`config.mk`:
```
export PLATFORM = sky130hd
export DESIGN_NAME = rally_ctrl
export DESIGN_NICKNAME = d
export VERILOG_FILES = /design/src/rtl/rally_ctrl.sv
export SDC_FILE = /design/constraint.sdc
export NUM_CORES = 1
export LEC_CHECK = 0
export ABC_AREA = 1
export BUFFER_PORTS_ARGS = -buffer_cell sky130_fd_sc_hd__buf_4
export CAP_MARGIN = 25
export CORE_MARGIN = 8
export CORE_UTILIZATION = 55
export DETAILED_ROUTE_END_ITERATION = 7
export HOLD_SLACK_MARGIN = 0.05
export PLACE_DENSITY = 0.84
export SYNTH_ARGS = -nofsm -noshare
export SYNTH_HDL_FRONTEND = slang
export SYNTH_SLANG_ARGS = --single-unit
```
`constraint.sdc`:
```
create_clock -name clk -period 3 [get_ports clk]
set_input_delay 0.15 -clock clk [delete_from_list [all_inputs] [get_ports clk]]
set_output_delay 0.15 -clock clk [all_outputs]
set_load 0.02 [all_outputs]
```
`src/rtl/rally_ctrl.sv`:
```
// Match sequencer for the two-player volleyball game: serve, rally, point, game over.
// Ports: clk, rst (sync, active-high), start, pause, ball_x/ball_y in;
//   phys_en, ball_reset, serve_side, score_l, score_r, winner, state out (all registered).
// Optional: define RALLY_CTRL_DEUCE_EN to require a 2-point lead to win.
module rally_ctrl #(
  parameter logic [9:0] NET_X        = 10'd160,
  parameter logic [9:0] FLOOR_Y      = 10'd220,
  parameter int         SERVE_FRAMES = 30,
  parameter int         POINT_FRAMES = 45,
  parameter int         WIN_SCORE    = 15
) (
  input  logic       clk,
  input  logic       rst,
  input  logic       start,
  input  logic       pause,
  input  logic [9:0] ball_x,
  input  logic [9:0] ball_y,
  output logic       phys_en,
  output logic       ball_reset,
  output logic       serve_side,
  output logic [4:0] score_l,
  output logic [4:0] score_r,
  output logic [1:0] winner,
  output logic [2:0] state
);

  typedef enum logic [2:0] {
    IDLE  = 3'd0,
    SERVE = 3'd1,
    RALLY = 3'd2,
    POINT = 3'd3,
    OVER  = 3'd4
  } state_t;

  localparam logic [5:0] SERVE_LAST = 6'(SERVE_FRAMES - 1);
  localparam logic [5:0] POINT_LAST = 6'(POINT_FRAMES - 1);
  localparam logic [5:0] WIN        = 6'(WIN_SCORE);

  state_t     st, nst;
  logic [5:0] cnt;
  logic       landed, left_pt;
  logic       win_l, win_r;
  logic [4:0] nl, nr;

  assign state   = st;
  assign landed  = !pause && (ball_y >= FLOOR_Y);
  // ball exactly on the net line counts as the right court
  assign left_pt = (ball_x >= NET_X);

`ifdef RALLY_CTRL_DEUCE_EN
  assign win_l = ({1'b0, score_l} >= WIN) &&
                 ({1'b0, score_l} >= {1'b0, score_r} + 6'd2);
  assign win_r = ({1'b0, score_r} >= WIN) &&
                 ({1'b0, score_r} >= {1'b0, score_l} + 6'd2);
`else
  assign win_l = ({1'b0, score_l} >= WIN);
  assign win_r = ({1'b0, score_r} >= WIN);
`endif

  // scores after a landing, saturating at 31
  always_comb begin
    nl = score_l;
    nr = score_r;
    if (left_pt) nl = (score_l == 5'd31) ? score_l : score_l + 5'd1;
    else         nr = (score_r == 5'd31) ? score_r : score_r + 5'd1;
`ifdef RALLY_CTRL_DEUCE_EN
    // tie at the winning score folds back one point to keep counters bounded
    if (nl == nr && {1'b0, nl} == WIN) begin
      nl = 5'(WIN_SCORE - 1);
      nr = 5'(WIN_SCORE - 1);
    end
`endif
  end

  always_comb begin
    nst = st;
    unique case (st)
      IDLE:  if (start) nst = SERVE;
      SERVE: if (!pause && cnt == SERVE_LAST) nst = RALLY;
      RALLY: if (landed) nst = POINT;
      POINT: if (!pause && cnt == POINT_LAST)
               nst = (win_l || win_r) ? OVER : SERVE;
      OVER:  if (start) nst = SERVE;
      default: nst = IDLE;
    endcase
  end

  always_ff @(posedge clk) begin
    if (rst) begin
      st         <= IDLE;
      cnt        <= '0;
      phys_en    <= 1'b0;
      ball_reset <= 1'b1;
      serve_side <= 1'b0;
      score_l    <= '0;
      score_r    <= '0;
      winner     <= 2'b00;
    end else begin
      st         <= nst;
      phys_en    <= (nst == RALLY) && !pause;
      ball_reset <= (nst == IDLE) || (nst == SERVE) || (nst == OVER);
      unique case (st)
        IDLE, OVER: begin
          if (start) begin
            score_l    <= '0;
            score_r    <= '0;
            serve_side <= 1'b0;
            cnt        <= '0;
            winner     <= 2'b00;
          end
        end
        SERVE: begin
          if (!pause) cnt <= (cnt == SERVE_LAST) ? 6'd0 : cnt + 6'd1;
        end
        RALLY: begin
          if (landed) begin
            score_l    <= nl;
            score_r    <= nr;
            serve_side <= !left_pt;
            cnt        <= '0;
          end
        end
        POINT: begin
          if (!pause) begin
            if (cnt == POINT_LAST) begin
              cnt    <= '0;
              winner <= win_l ? 2'b01 : (win_r ? 2'b10 : 2'b00);
            end else begin
              cnt <= cnt + 6'd1;
            end
          end
        end
        default: ;
      endcase
    end
  end

endmodule

```
## Yosys cells after proc, flatten, opt, wreduce, memory -nomap -nowiden

Index checks and enable logic that the tools add are counted.

| word-level totals | value |
|---|---|
| bits in registers | 24 |
| input port bits | 24 |
| word-level logic and storage cells | 86 |

| cells by class | value |
|---|---|
| add/sub/neg operators | 3 |
| $lt $le $gt $ge | 4 |
| equal/unequal tests | 20 |
| mux-type cells | 31 |
| reductions and logical operators | 20 |

Operators by type and width:

| kind | count |
|---|---|
| two-way mux 6 bit | 6 |
| two-way mux 5 bit | 7 |
| one-hot mux 6 bit (4 select lines) | 1 |
| >= comparator 10 x 8 -> 1 bit, second input constant | 2 |
| one-hot mux 5 bit (2 select lines) | 2 |
| inequality test 2 bit, second input constant | 8 |
| two-way mux 3 bit | 5 |
| AND reduction 5 bit | 3 |
| one-hot mux 3 bit (4 select lines) | 1 |
| adder 5 x 1 -> 5 bit, second input constant | 2 |
| == test 5 bit, second input constant | 2 |
| >= comparator 5 x 4 -> 1 bit, second input constant | 2 |
| two-way mux 2 bit | 5 |
| == test 3 x 2 -> 1 bit, second input constant | 3 |
| adder 6 x 1 -> 6 bit, second input constant | 1 |
| == test 3 x 1 -> 1 bit, second input constant | 2 |
| == test 3 bit, second input constant | 2 |
| == test 6 x 5 -> 1 bit, second input constant | 1 |
| == test 6 bit, second input constant | 1 |
| logical NOT 3 bit | 2 |
| logical AND 1 bit | 4 |
| one-hot mux 2 bit (2 select lines) | 1 |
| AND reduction 4 bit | 1 |
| nonzero test 2 bit | 2 |
| 8 further kinds | 12 |

## Longest topological paths before layout

| logic depth | value |
|---|---|
| depth after elaboration | 8 |
| mapped depth | 10 |
| depth with buffers taken out | 10 |

## Least setup slack after synthesis

Ideal clock, no wire load.

| timing path | value |
|---|---|
| path type | reg-to-reg |
| start | register score_r[0] |
| end | register score_r[3] |
| library setup time | 0.070 ns |
| data arrival time | 1.554 ns |
| data required time | 2.930 ns |
| slack | 1.376 ns |
| cell stages (with the launch flop) | 10 |
| path through | dfxtp_1 > ha_1 > nand2_1 > nor2_1 > ha_1 > nor2_1 > nand4_2 > nand2_1 > nand2_1 > a21oi_1 |

| between the ends | value |
|---|---|
| longest elaborated chain between the ends | 5 |
| elaborated cells on any way between the ends | 8 |
| classes of those cells | 1 x add/sub; 2 x eq/ne; 4 x mux; 1 x reduce/logical |

RTL lines:

| what | line | text |
|---|---|---|
| from (decl) | 22 | `output logic [4:0] score_r,` |
| from (signal assigned) | 118 | `score_r <= nr;` |
| adder 5 x 1 -> 5 bit | 65 | `else nr = (score_r == 5'd31) ? score_r : score_r + 5'd1;` |
| two-way mux 5 bit | 65 |  |
| two-way mux 5 bit | 64 | `if (left_pt) nl = (score_l == 5'd31) ? score_l : score_l + 5'd1;` |
| two-way mux 5 bit | 116 | `if (landed) begin` |
| one-hot mux 5 bit (2 select lines) | 102 | `unique case (st)` |

Several ways; a longest one is shown, not always the timed one. The select of a mux whose other input is x is not followed.
A chain may end at the register's enable or synchronous reset.

## Final worst setup path

Same ends and word-level chain as after synthesis.

==> results.py <==
metrics = {
    "flow_run": {
        "maxCapViolations": 0,
    },
    "synthesis": {
        "synth_top_area_share": 0.321,
        "yosysTopAreaCell": "dfxtp_1",
        "synth_cell_types": 28,
        "syn_inst": 228,
        "mappedNetlistArea_um2": 1500,
        "synth_area_leaders": "dfxtp_1 32%, nand2_1 14%, nor2_1 8.8%, nand3_1 8.0%, ha_1 7.5%",
        "synth_seq_cells": 24,
        "synth-seq-area-share": 0.321,
        "yosys_warnings": 0,
        "syn_nets": 261,
        "synth.avg_cell_area_um2": 6.56,
    },
    "placed_design": {
        "dp_hpwl_mm": 2.82,
        "io_buffer_count": 34,
        "gp_congestion": 0.844,
    },
    "setup_path": {
        "path_cells": "ha_1, nand2_1, nor2_1, ha_1, nor2_1, nand4_2, nand2_1, nand2_1, a21oi_1",
        "max_stage_delay_ns": 0.37,
        "path_common_cell": "nand2_1",
        "rr_endpoint": "score_r[3]",
        "r2r-start": "score_r[0]",
        "worstPathMaxFanout": 5,
        "arrival_ns": 2.07,
        "reg2reg_depth": 9,
        "critPathSlowestCell": "dfxtp_1",
        "r2r_setup_slack_ns": 1.21,
        "crit_type": "reg2reg",
        "endpoint_kind": "register",
        "required_ns": 3.27,
        "start_kind": "register",
    },
    "route": {
        "drt_iter0_markers": 60,
        "antenna_left": 0,
        "wl_mm": 3.54,
        "vias": 1524,
        "drc": 0,
        "firstDrtPassIters": 4,
        "routed_via_density": 5.15,
        "wl_per_cell_um": 11.9,
    },
    "layout": {
        "final_nets": 299,
        "seq_area_um2": 480,
        "drive_above_1_share": 0.234,
        "final_common_cell": "nand2_1",
        "syn_to_final_growth_pct": 21.8,
        "multiInputGateArea_um2": 896,
        "fillerInstances": 259,
        "layout_common_cells": "56 x nand2_1, 35 x nor2_1, 34 x buf_4, 24 x nand3_1, 24 x dfxtp_1",
        "n_antenna_cell": 0,
    },
    "cts": {
        "cts_tree": "done",
        "hold_buffers": 0,
        "cts.repair.resized": 0,
        "cts_made_buffers": 3,
        "cts-root-buf": "clkbuf_4",
        "htreeDepth": 1,
        "cts.clk_slew.worst_paths_ns": 0.14,
        "clock_latency_ns": 0.33,
        "postCtsSetupBuffers": 0,
        "cts.path.max_buffers": 2,
        "clock_sinks": 24,
    },
    "global_routing": {
        "grt_max_degree": 14,
        "grt_use_total": 0.160,
        "antenna_found_initial": 0,
        "overflow": 0,
        "grt_pass1_wl_mm": 5.91,
        "grt_pass1_vias": 1423,
    },
    "floorplanning": {
        "start_util": 0.562,
        "die_area_um2": 4650,
        "rows": 19,
        "die-height_um": 68.2,
        "core_um2": 2660,
        "fp.dieW_um": 68.2,
        "ios": 42,
    },
    "min_path": {
        "hp-start": "rst",
        "hold_depth": 2,
        "min_to": "serve_side",
        "hold_class": "in2reg",
    },
    "sta": {
        "period_needed_ns": 1.79,
        "max-slew-margin-rel": 0.698,
        "rsz0062_at_grt": "false",
        "whs_ns": 0.0786,
        "finalSetupViolCount": 0,
        "worst_slew_pin_slew_ns": 0.452,
        "setup-tns-final_ns": 0,
        "report.final.slew_viol_count": 0,
        "hold_violations": 0,
        "max_freq_ghz": 0.557,
        "clock_skew_ns": 0.00527,
        "post-route-period-util": 0.598,
    },
    "power": {
        "p_leak_uw": 0.000886,
        "power.total_uw": 652,
        "powerDensity_nw_per_um2": 358,
        "peakVddDrop_mv": 0.342,
    },
    "status": {
        "status": "completed",
    },
}
==> cells in the mapped netlist (all sizes together) <==
master and number:
a21oi 16, a31o 1, clkbuf 1, clkinv 2
dfxtp 24, ha 9, inv 29, nand2 59
nand3 25, nand3b 2, nand4 6, nor2 38
nor3 3, nor3b 1, o21ai 7, o21bai 1
or2 3, xor2 1
==> per-layer routing <==
metal,part of all wire,wire (um),vias to the layer above,global-route usage
li1,-,-,809,-
met1,0.45,1600,678,0.190
met3,0.071,250,5,0.0311
met2,0.46,1640,32,0.272
met5,0,0,-,0
met4,0.015,52,0,0.0691
==> flip-flops by register name, summed over array words and instances, names as in the netlist <==
name and cells:
ball_reset 1, phys_en 1, score_r 5, winner 2
state 3, score_l 5, cnt 6, serve_side 1
==> cell type report <==
| class | count | share of cell area |
|---|---|---|
| multi-input cells | 172 | 0.491 |
| flip-flops and latches | 24 | 0.264 |
| repair buffers | 34 | 0.140 |
| inverters | 31 | 0.0638 |
| well taps | 31 | 0.0213 |
| clock buffers | 4 | 0.0199 |
==> metrics by stage <==
| step | util | cell area [um^2] | setup slack [ns] | cells |
|---|---|---|---|---|
| after floorplan | - | 1500 | 1.38 | 228 |
| after global placement | 0.671 | 1790 | 1.29 | 292 |
| after detailed placement | 0.671 | 1790 | 1.23 | 292 |
| after CTS | 0.685 | 1820 | 1.19 | 296 |
| after global routing | 0.685 | 1820 | 1.02 | 296 |
| final | 0.685 | 1820 | 1.21 | 296 |
==> cell families after synthesis <==
family / after synthesis / share of synthesized area
and+or+nand+nor: 137 / 0.427
buffers and inverters: 32 / 0.0803
AOI/OAI and AO/OA: 25 / 0.0903
DFF: 24 / 0.321
adders and majority gates: 9 / 0.0753
xor gates and xnor gates: 1 / 0.00585
==> worst max-delay path: cells and delay by family, from the launching register on <==
| kind | cells | cell delay [ns] |
|---|---|---|
| and+or+nand+nor | 6 | 0.87 |
| adders and majority gates | 2 | 0.39 |
| AOI/OAI and AO/OA | 1 | 0.11 |
| DFF | 1 | 0.37 |
==> power by group <==
group | switching (uW) | leakage [uW] | internal [uW]
logic | 78.6 | 0.000670 | 51.7
clock network | 105 | 0.0000210 | 74.4
registers | 12.6 | 0.000195 | 330
==> how the worst max path moves through the flow <==
stage | to | slack [ns] | start | depth (start not counted)
floorplan | score_r[3] | 1.38 | score_r[0] | 9
global placement | score_r[3] | 1.29 | score_r[0] | 9
detailed placement | score_r[3] | 1.23 | score_r[0] | 9
CTS | score_r[3] | 1.19 | score_r[0] | 9
global route | score_r[3] | 1.02 | score_r[0] | 9
finish | score_r[3] | 1.21 | score_r[0] | 9
Power figures use the tool's default switching activity.
